<file path="src/rtl/context_unshuffler.sv">
// Decoder-side context/quotient stage: rebuilds the context index from Golomb
// fields, strips the neighbour context derived from the upper row and reconstructs x.
module context_unshuffler #(
    parameter int QDIV = 13,
    parameter int LAT  = 4
) (
    input  logic            clk,
    input  logic            rst,
    input  logic            ena,
    input  logic            i_sp,
    input  logic            i_vl,
    input  logic [1:8][1:0] i_st,
    input  logic [0:9][7:0] i_b,
    input  logic [1:8]      i_s,
    input  logic [1:8][4:0] i_qh,
    input  logic [1:8][3:0] i_ql,
    input  logic [1:8][7:0] i_raw,
    output logic            o_sp,
    output logic            o_vl,
    output logic [0:7][7:0] o_x,
    output logic [1:8]      o_err
);

    typedef enum logic [1:0] {
        ST_REGULAR = 2'd0,
        ST_RUN     = 2'd1,
        ST_RUN_INT = 2'd2,
        ST_ESCAPE  = 2'd3
    } state_e;

    // Per-position fields that ride along unchanged until reconstruction.
    typedef struct packed {
        state_e     st;
        logic [1:0] ri;
        logic [7:0] c;
        logic [7:0] raw;
    } lane_t;

    function automatic logic signed [9:0] quant(input logic [7:0] a, input logic [7:0] c);
        logic signed [8:0] d;
        d = $signed({1'b0, a}) - $signed({1'b0, c});
        if (d <= -9'sd21)      return -10'sd4;
        else if (d <= -9'sd7)  return -10'sd3;
        else if (d <= -9'sd3)  return -10'sd2;
        else if (d < 9'sd0)    return -10'sd1;
        else if (d == 9'sd0)   return 10'sd0;
        else if (d < 9'sd3)    return 10'sd1;
        else if (d < 9'sd7)    return 10'sd2;
        else if (d < 9'sd21)   return 10'sd3;
        else                   return 10'sd4;
    endfunction

    function automatic logic signed [9:0] rmap(input logic signed [10:0] qb);
        case (qb)
            11'sd1:  return 10'sd1;
            11'sd2:  return 10'sd4;
            11'sd3:  return 10'sd13;
            11'sd4:  return 10'sd24;
            -11'sd1: return -10'sd1;
            -11'sd2: return -10'sd4;
            -11'sd3: return -10'sd13;
            -11'sd4: return -10'sd24;
            default: return 10'sd0;
        endcase
    endfunction

    logic [LAT-2:0] sp_pipe, vl_pipe;

    logic [8:0]        q_n   [1:8];
    logic signed [9:0] qa_n  [1:8];
    lane_t             ln_n  [1:8];
    logic [8:0]        sa_q  [1:8];
    logic signed [9:0] sa_qa [1:8];
    logic              sa_s  [1:8];
    logic [3:0]        sa_ql [1:8];
    lane_t             sa_ln [1:8];

    logic signed [10:0] qb_n   [1:8];
    logic               errb_n [1:8];
    logic signed [10:0] sb_qb  [1:8];
    logic               sb_err [1:8];
    lane_t              sb_ln  [1:8];

    logic [7:0] x_n    [1:8];
    logic       errc_n [1:8];
    logic [7:0] sc_x   [1:8];
    logic       sc_err [1:8];

    // Stage A: quotient and neighbour context.
    always_comb begin
        for (int i = 1; i <= 8; i++) begin
            q_n[i]  = 9'(i_qh[i]) * 9'(QDIV) + 9'(i_ql[i]);
            qa_n[i] = 10'sd81 * quant(i_b[i+1], i_b[i]) + 10'sd9 * quant(i_b[i], i_b[i-1]);
            ln_n[i] = '{st: state_e'(i_st[i]), ri: i_qh[i][1:0], c: i_b[i-1], raw: i_raw[i]};
        end
    end

    // Stage B: signed context, gradient bin, regular-mode error. qb is one bit
    // wider than qs so out-of-range bins cannot wrap back into -4..4.
    always_comb begin
        logic signed [9:0] qs;
        for (int i = 1; i <= 8; i++) begin
            qs = $signed({1'b0, sa_q[i]}) + 10'sd1;
            if (sa_s[i]) qs = -qs;
            qb_n[i]   = {qs[9], qs} - {sa_qa[i][9], sa_qa[i]};
            errb_n[i] = (sa_ln[i].st == ST_REGULAR) &&
                        (sa_ql[i] > 4'd12 || qb_n[i] < -11'sd4 || qb_n[i] > 11'sd4);
        end
    end

    // Stage C: reconstruction.
    always_comb begin
        logic signed [9:0] xs;
        for (int i = 1; i <= 8; i++) begin
            // NOTE: every output gets a default before the case so no path infers a latch.
            x_n[i]    = sb_ln[i].c;
            errc_n[i] = sb_err[i];
            xs        = $signed({2'b00, sb_ln[i].c}) - rmap(sb_qb[i]);
            case (sb_ln[i].st)
                ST_REGULAR: begin
                    if (!sb_err[i]) begin
                        if (xs < 10'sd0)        x_n[i] = 8'd0;
                        else if (xs > 10'sd255) x_n[i] = 8'd255;
                        else                    x_n[i] = xs[7:0];
                    end
                end
                ST_RUN_INT: begin
                    case (sb_ln[i].ri)
                        2'b10:   x_n[i] = (sb_ln[i].c == 8'd255) ? 8'd255 : sb_ln[i].c + 8'd1;
                        2'b00:   x_n[i] = (sb_ln[i].c == 8'd0) ? 8'd0 : sb_ln[i].c - 8'd1;
                        2'b11:   errc_n[i] = 1'b1;
                        default: ;
                    endcase
                end
                ST_ESCAPE: x_n[i] = sb_ln[i].raw;
                default:   ;
            endcase
        end
    end

    // NOTE: pipeline data registers carry no reset; only flags and outputs do.
    always_ff @(posedge clk) begin
        if (ena) begin
            for (int i = 1; i <= 8; i++) begin
                sa_q[i]   <= q_n[i];
                sa_qa[i]  <= qa_n[i];
                sa_s[i]   <= i_s[i];
                sa_ql[i]  <= i_ql[i];
                sa_ln[i]  <= ln_n[i];
                sb_qb[i]  <= qb_n[i];
                sb_err[i] <= errb_n[i];
                sb_ln[i]  <= sa_ln[i];
                sc_x[i]   <= x_n[i];
                sc_err[i] <= errc_n[i];
            end
        end
    end

    always_ff @(posedge clk) begin
        if (rst) begin
            sp_pipe <= '0;
            vl_pipe <= '0;
            o_sp    <= 1'b0;
            o_vl    <= 1'b0;
            o_err   <= '0;
            o_x     <= '0;
        end else if (ena) begin
            sp_pipe <= {sp_pipe[LAT-3:0], i_sp};
            vl_pipe <= {vl_pipe[LAT-3:0], i_vl};
            o_sp    <= sp_pipe[LAT-2];
            o_vl    <= vl_pipe[LAT-2];
            for (int i = 1; i <= 8; i++) begin
                o_x[i-1] <= sc_x[i];
                o_err[i] <= sc_err[i] & vl_pipe[LAT-2];
            end
        end
    end

endmodule

</file>
<file path="config.mk">
export PLATFORM = sky130hd
export DESIGN_NAME = context_unshuffler
export DESIGN_NICKNAME = d
export VERILOG_FILES = /design/src/rtl/context_unshuffler.sv
export SDC_FILE = /design/constraint.sdc
export NUM_CORES = 2
export LEC_CHECK = 0
export BUFFER_PORTS_ARGS = -buffer_cell sky130_fd_sc_hd__buf_4
export CORE_UTILIZATION = 50
export DETAILED_ROUTE_END_ITERATION = 8
export PLACE_DENSITY_LB_ADDON = 0.08
export RECOVER_POWER = 50
export SKIP_CTS_REPAIR_TIMING = 1
export SLEW_MARGIN = 20
export SYNTH_ARGS = -nofsm -noshare
export SYNTH_HDL_FRONTEND = slang
export SYNTH_SLANG_ARGS = --single-unit
</file>
<file path="constraint.sdc">
create_clock -name clk -period 10.93 [get_ports clk]
set_input_delay 1.6395 -clock clk [delete_from_list [all_inputs] [get_ports clk]]
set_output_delay 1.6395 -clock clk [all_outputs]
set_load 0.02 [all_outputs]
</file>
==> metrics.cfg <==
[cells_and_area]
fin_area_um2 = 62900
final_cell_mix = ha_1, edfxtp_1, inv_1, nor2_1, a21oi_1
layout.filler_cells = 9902
regArea_um2 = 22000
nets = 6898
area_delta_synth_final_pct = 11.3
multi_input_area_um2 = 32000
final_layout_size_suffix_gt1_share_pct = 8.02

[worst_setup_path]
cpMostUsedCell = clkbuf_1
worstRegToRegCells = 15
start_kind = input port
cp.required_ns = 11.46
worstPathArrival_ns = 8.68
worstSetupEndpointType = flip-flop
cp_cell_sequence = clkbuf_1 -> clkbuf_1 -> clkinv_1 -> a22oi_1 -> nor2_1
crit_type = in -> reg
r2r_slack_ns = 6.40
max_stage_delay_ns = 3.22
reg2reg_to = sc_x[0][71]
critPathLaunch = ena
worst_path_max_delay_cell = clkbuf_1
r2r_start = sb_qb[0][90]
path_max_fanout = 76

[sta]
finalClockSkew_ns = 0.0318
fin_crit_sh_pct = 74.5
relSlewSlack_pct = -212
setup_viol_count_final = 0
fin_ws_ns = 2.78
max_freq_ghz = 0.123
final.setup.tns_ns = 0
rsz0062_at_grt = false
worst_pin_slew_ns = 4.68
slew_violations = 174
fin_crit_ns = 8.15
hold_violations = 0

[clocking]
cts.path.max_buffers = 3
cts_tree = done
clk_pin_slew_ns = 0.06
cts_buffers = 89
root_buffer = clkbuf_16
htreeDepth = 3
clock_latency_ns = 0.68
clkSinkCount = 760

[synthesis]
netlist_area_um2 = 56500
syn_avg_cell_area_um2 = 10.1
ys_ff_latch = 760
async_flop_share_pct = 0
syn_nets = 6619
synthCells = 5595
ys_types = 105
synth-edff-count = 680
ys_seq_area_share_pct = 39.0
ys.flop_type = edfxtp_1
ys_warn_count = 0

[placement]
dpl-instance-area_um2 = 60400
hpwlAfterDp_mm = 107
post-place-ws_ns = 3.17
globalplace.congestion = 0.921
io_buffer_count = 318

[floorplan]
coreArea_um2 = 111000
initial_core_util_pct = 50.7
dieArea_um2 = 114000
pin_count = 319
row_count = 122
die_width_um = 338
die_y_um = 338

[min_path]
worstHoldStart = sa_ln[0][157]
hold_class = reg -> reg
hold_end = sb_ln[0][157]
hold_depth = 0

[grt]
grt_pass1_wl_mm = 222
antenna_found_initial = 18
grt_use_total_pct = 24.0
grt_remaining_overflow = 0
grt_max_degree = 124
grt_pass1_vias = 40700

[route]
avgViaCountPerCell = 5.79
ant_nets = 0
met2_length_mm = 60.3
finalWirelength_mm = 139
post_drt_wl_per_cell_um = 18.7
met3_length_mm = 8.08
wl_met1_mm = 67.6
first_iter_violations = 3193
dr.pass1.iters = 7
drc = 0
top_layer = met5
vias = 43000

[status]
violations = max-capacitance violations, max-slew violations
status = finished with violations

[pwr]
power_density_nw_per_um2 = 212
ir_drop_mv = 0.136
power.leakage_nw = 26.2

[job]
drv_cap = 3

## per-stage QoR
stage,hold slack [ns],util (%),power [W],cells
final,0.409,56.5,0.0133,7437
after global routing,0.414,56.5,0.0144,7434
after detailed placement,0.405,54.2,0.0103,7271
after floorplan,0.400,-,0.00886,5595
after CTS,0.406,56.8,0.0134,7433
after global placement,0.400,54.2,0.0103,7271
## synth_stat cells, types with 33 or more instances
| cell type | count | area share (%) |
|---|---|---|
| a211oi_1 | 64 | 0.85 |
| a21o_1 | 74 | 0.98 |
| a21oi_1 | 310 | 2.7 |
| a31oi_1 | 76 | 0.84 |
| and2_1 | 35 | 0.39 |
| and3_1 | 48 | 0.53 |
| clkbuf_1 | 143 | 0.95 |
| dfxtp_1 | 80 | 2.8 |
| edfxtp_1 | 680 | 36 |
| fa_1 | 99 | 3.5 |
| ha_1 | 680 | 15 |
| inv_1 | 513 | 3.4 |
| mux2i_1 | 93 | 1.6 |
| nand2_1 | 280 | 1.9 |
| nand2b_1 | 81 | 0.90 |
| nand3_1 | 103 | 0.91 |
| nand4_1 | 41 | 0.45 |
| nor2_1 | 447 | 3.0 |
| nor2b_1 | 78 | 0.86 |
| nor3_1 | 126 | 1.1 |
| nor4_1 | 48 | 0.53 |
| o211ai_1 | 51 | 0.68 |
| o21a_1 | 84 | 1.1 |
| o21ai_0 | 260 | 2.3 |
| o21bai_1 | 33 | 0.44 |
| o22ai_1 | 34 | 0.38 |
| o31ai_1 | 48 | 0.64 |
| or2_2 | 44 | 0.49 |
| or3_1 | 34 | 0.38 |
| xnor2_1 | 253 | 3.9 |
| xor2_1 | 117 | 1.8 |
## sequential cells by signal (all words and copies together), names as in the netlist
register and count:
sa_ln 160, sb_ln 160, sb_qb 88, sa_qa 80
sa_q 72, o_x 64, sc_x 64, sa_ql 32
o_err 8, sa_s 8, sb_err 8, sc_err 8
sp_pipe 3, vl_pipe 3, o_sp 1, o_vl 1
## report_power, final
part	switching [W]	internal (W)
logic	0.00331	0.00256
clock network	0.00124	0.00175
registers	0.000428	0.00404
## cell type report
type | count | share of cell area, %
repair buffers | 335 | 3.43
inverters | 519 | 3.10
diodes | 4 | 0.0159
multi-input cells | 4169 | 50.8
clock buffers | 114 | 3.89
flip-flops and latches | 760 | 35.0
clock inverters | 48 | 0.779
well taps | 1488 | 2.96
## how the worst max path moves through the flow
stage / end / slack (ns) / depth (start not counted)
floorplan: sa_qa[0][59] / 3.77 / 22
detailed placement: sa_qa[0][39] / 3.17 / 27
CTS: sa_qa[0][59] / 3.87 / 23
global route: o_err[4] / 1.91 / 5
finish: o_err[5] / 2.78 / 5
global placement: sa_qa[0][59] / 3.24 / 23
## cell families after synthesis
kind of cell | after synthesis | share of synthesized area (%)
buf+inv | 666 | 4.43
mux | 111 | 2.01
flops | 760 | 39.0
xor+xnor | 370 | 5.73
compound gates | 1400 | 16.7
simple gates | 1509 | 13.6
fa+ha+maj | 779 | 18.6
## per-layer routing
metal	vias to the layer above	track usage, %
met3	201	3.57
met2	1156	36.7
met1	20300	35.7
met4	24	5.18
met5	-	0
li1	21400	-
## worst max-delay path, delay by kind of cell
kind | cells | cell delay, ns
AOI/OAI and AO/OA | 1 | 0.37
buffers and inverters | 3 | 6.47
and+or+nand+nor | 1 | 0.07
No activity file was read; power rests on OpenSTA's default activity.
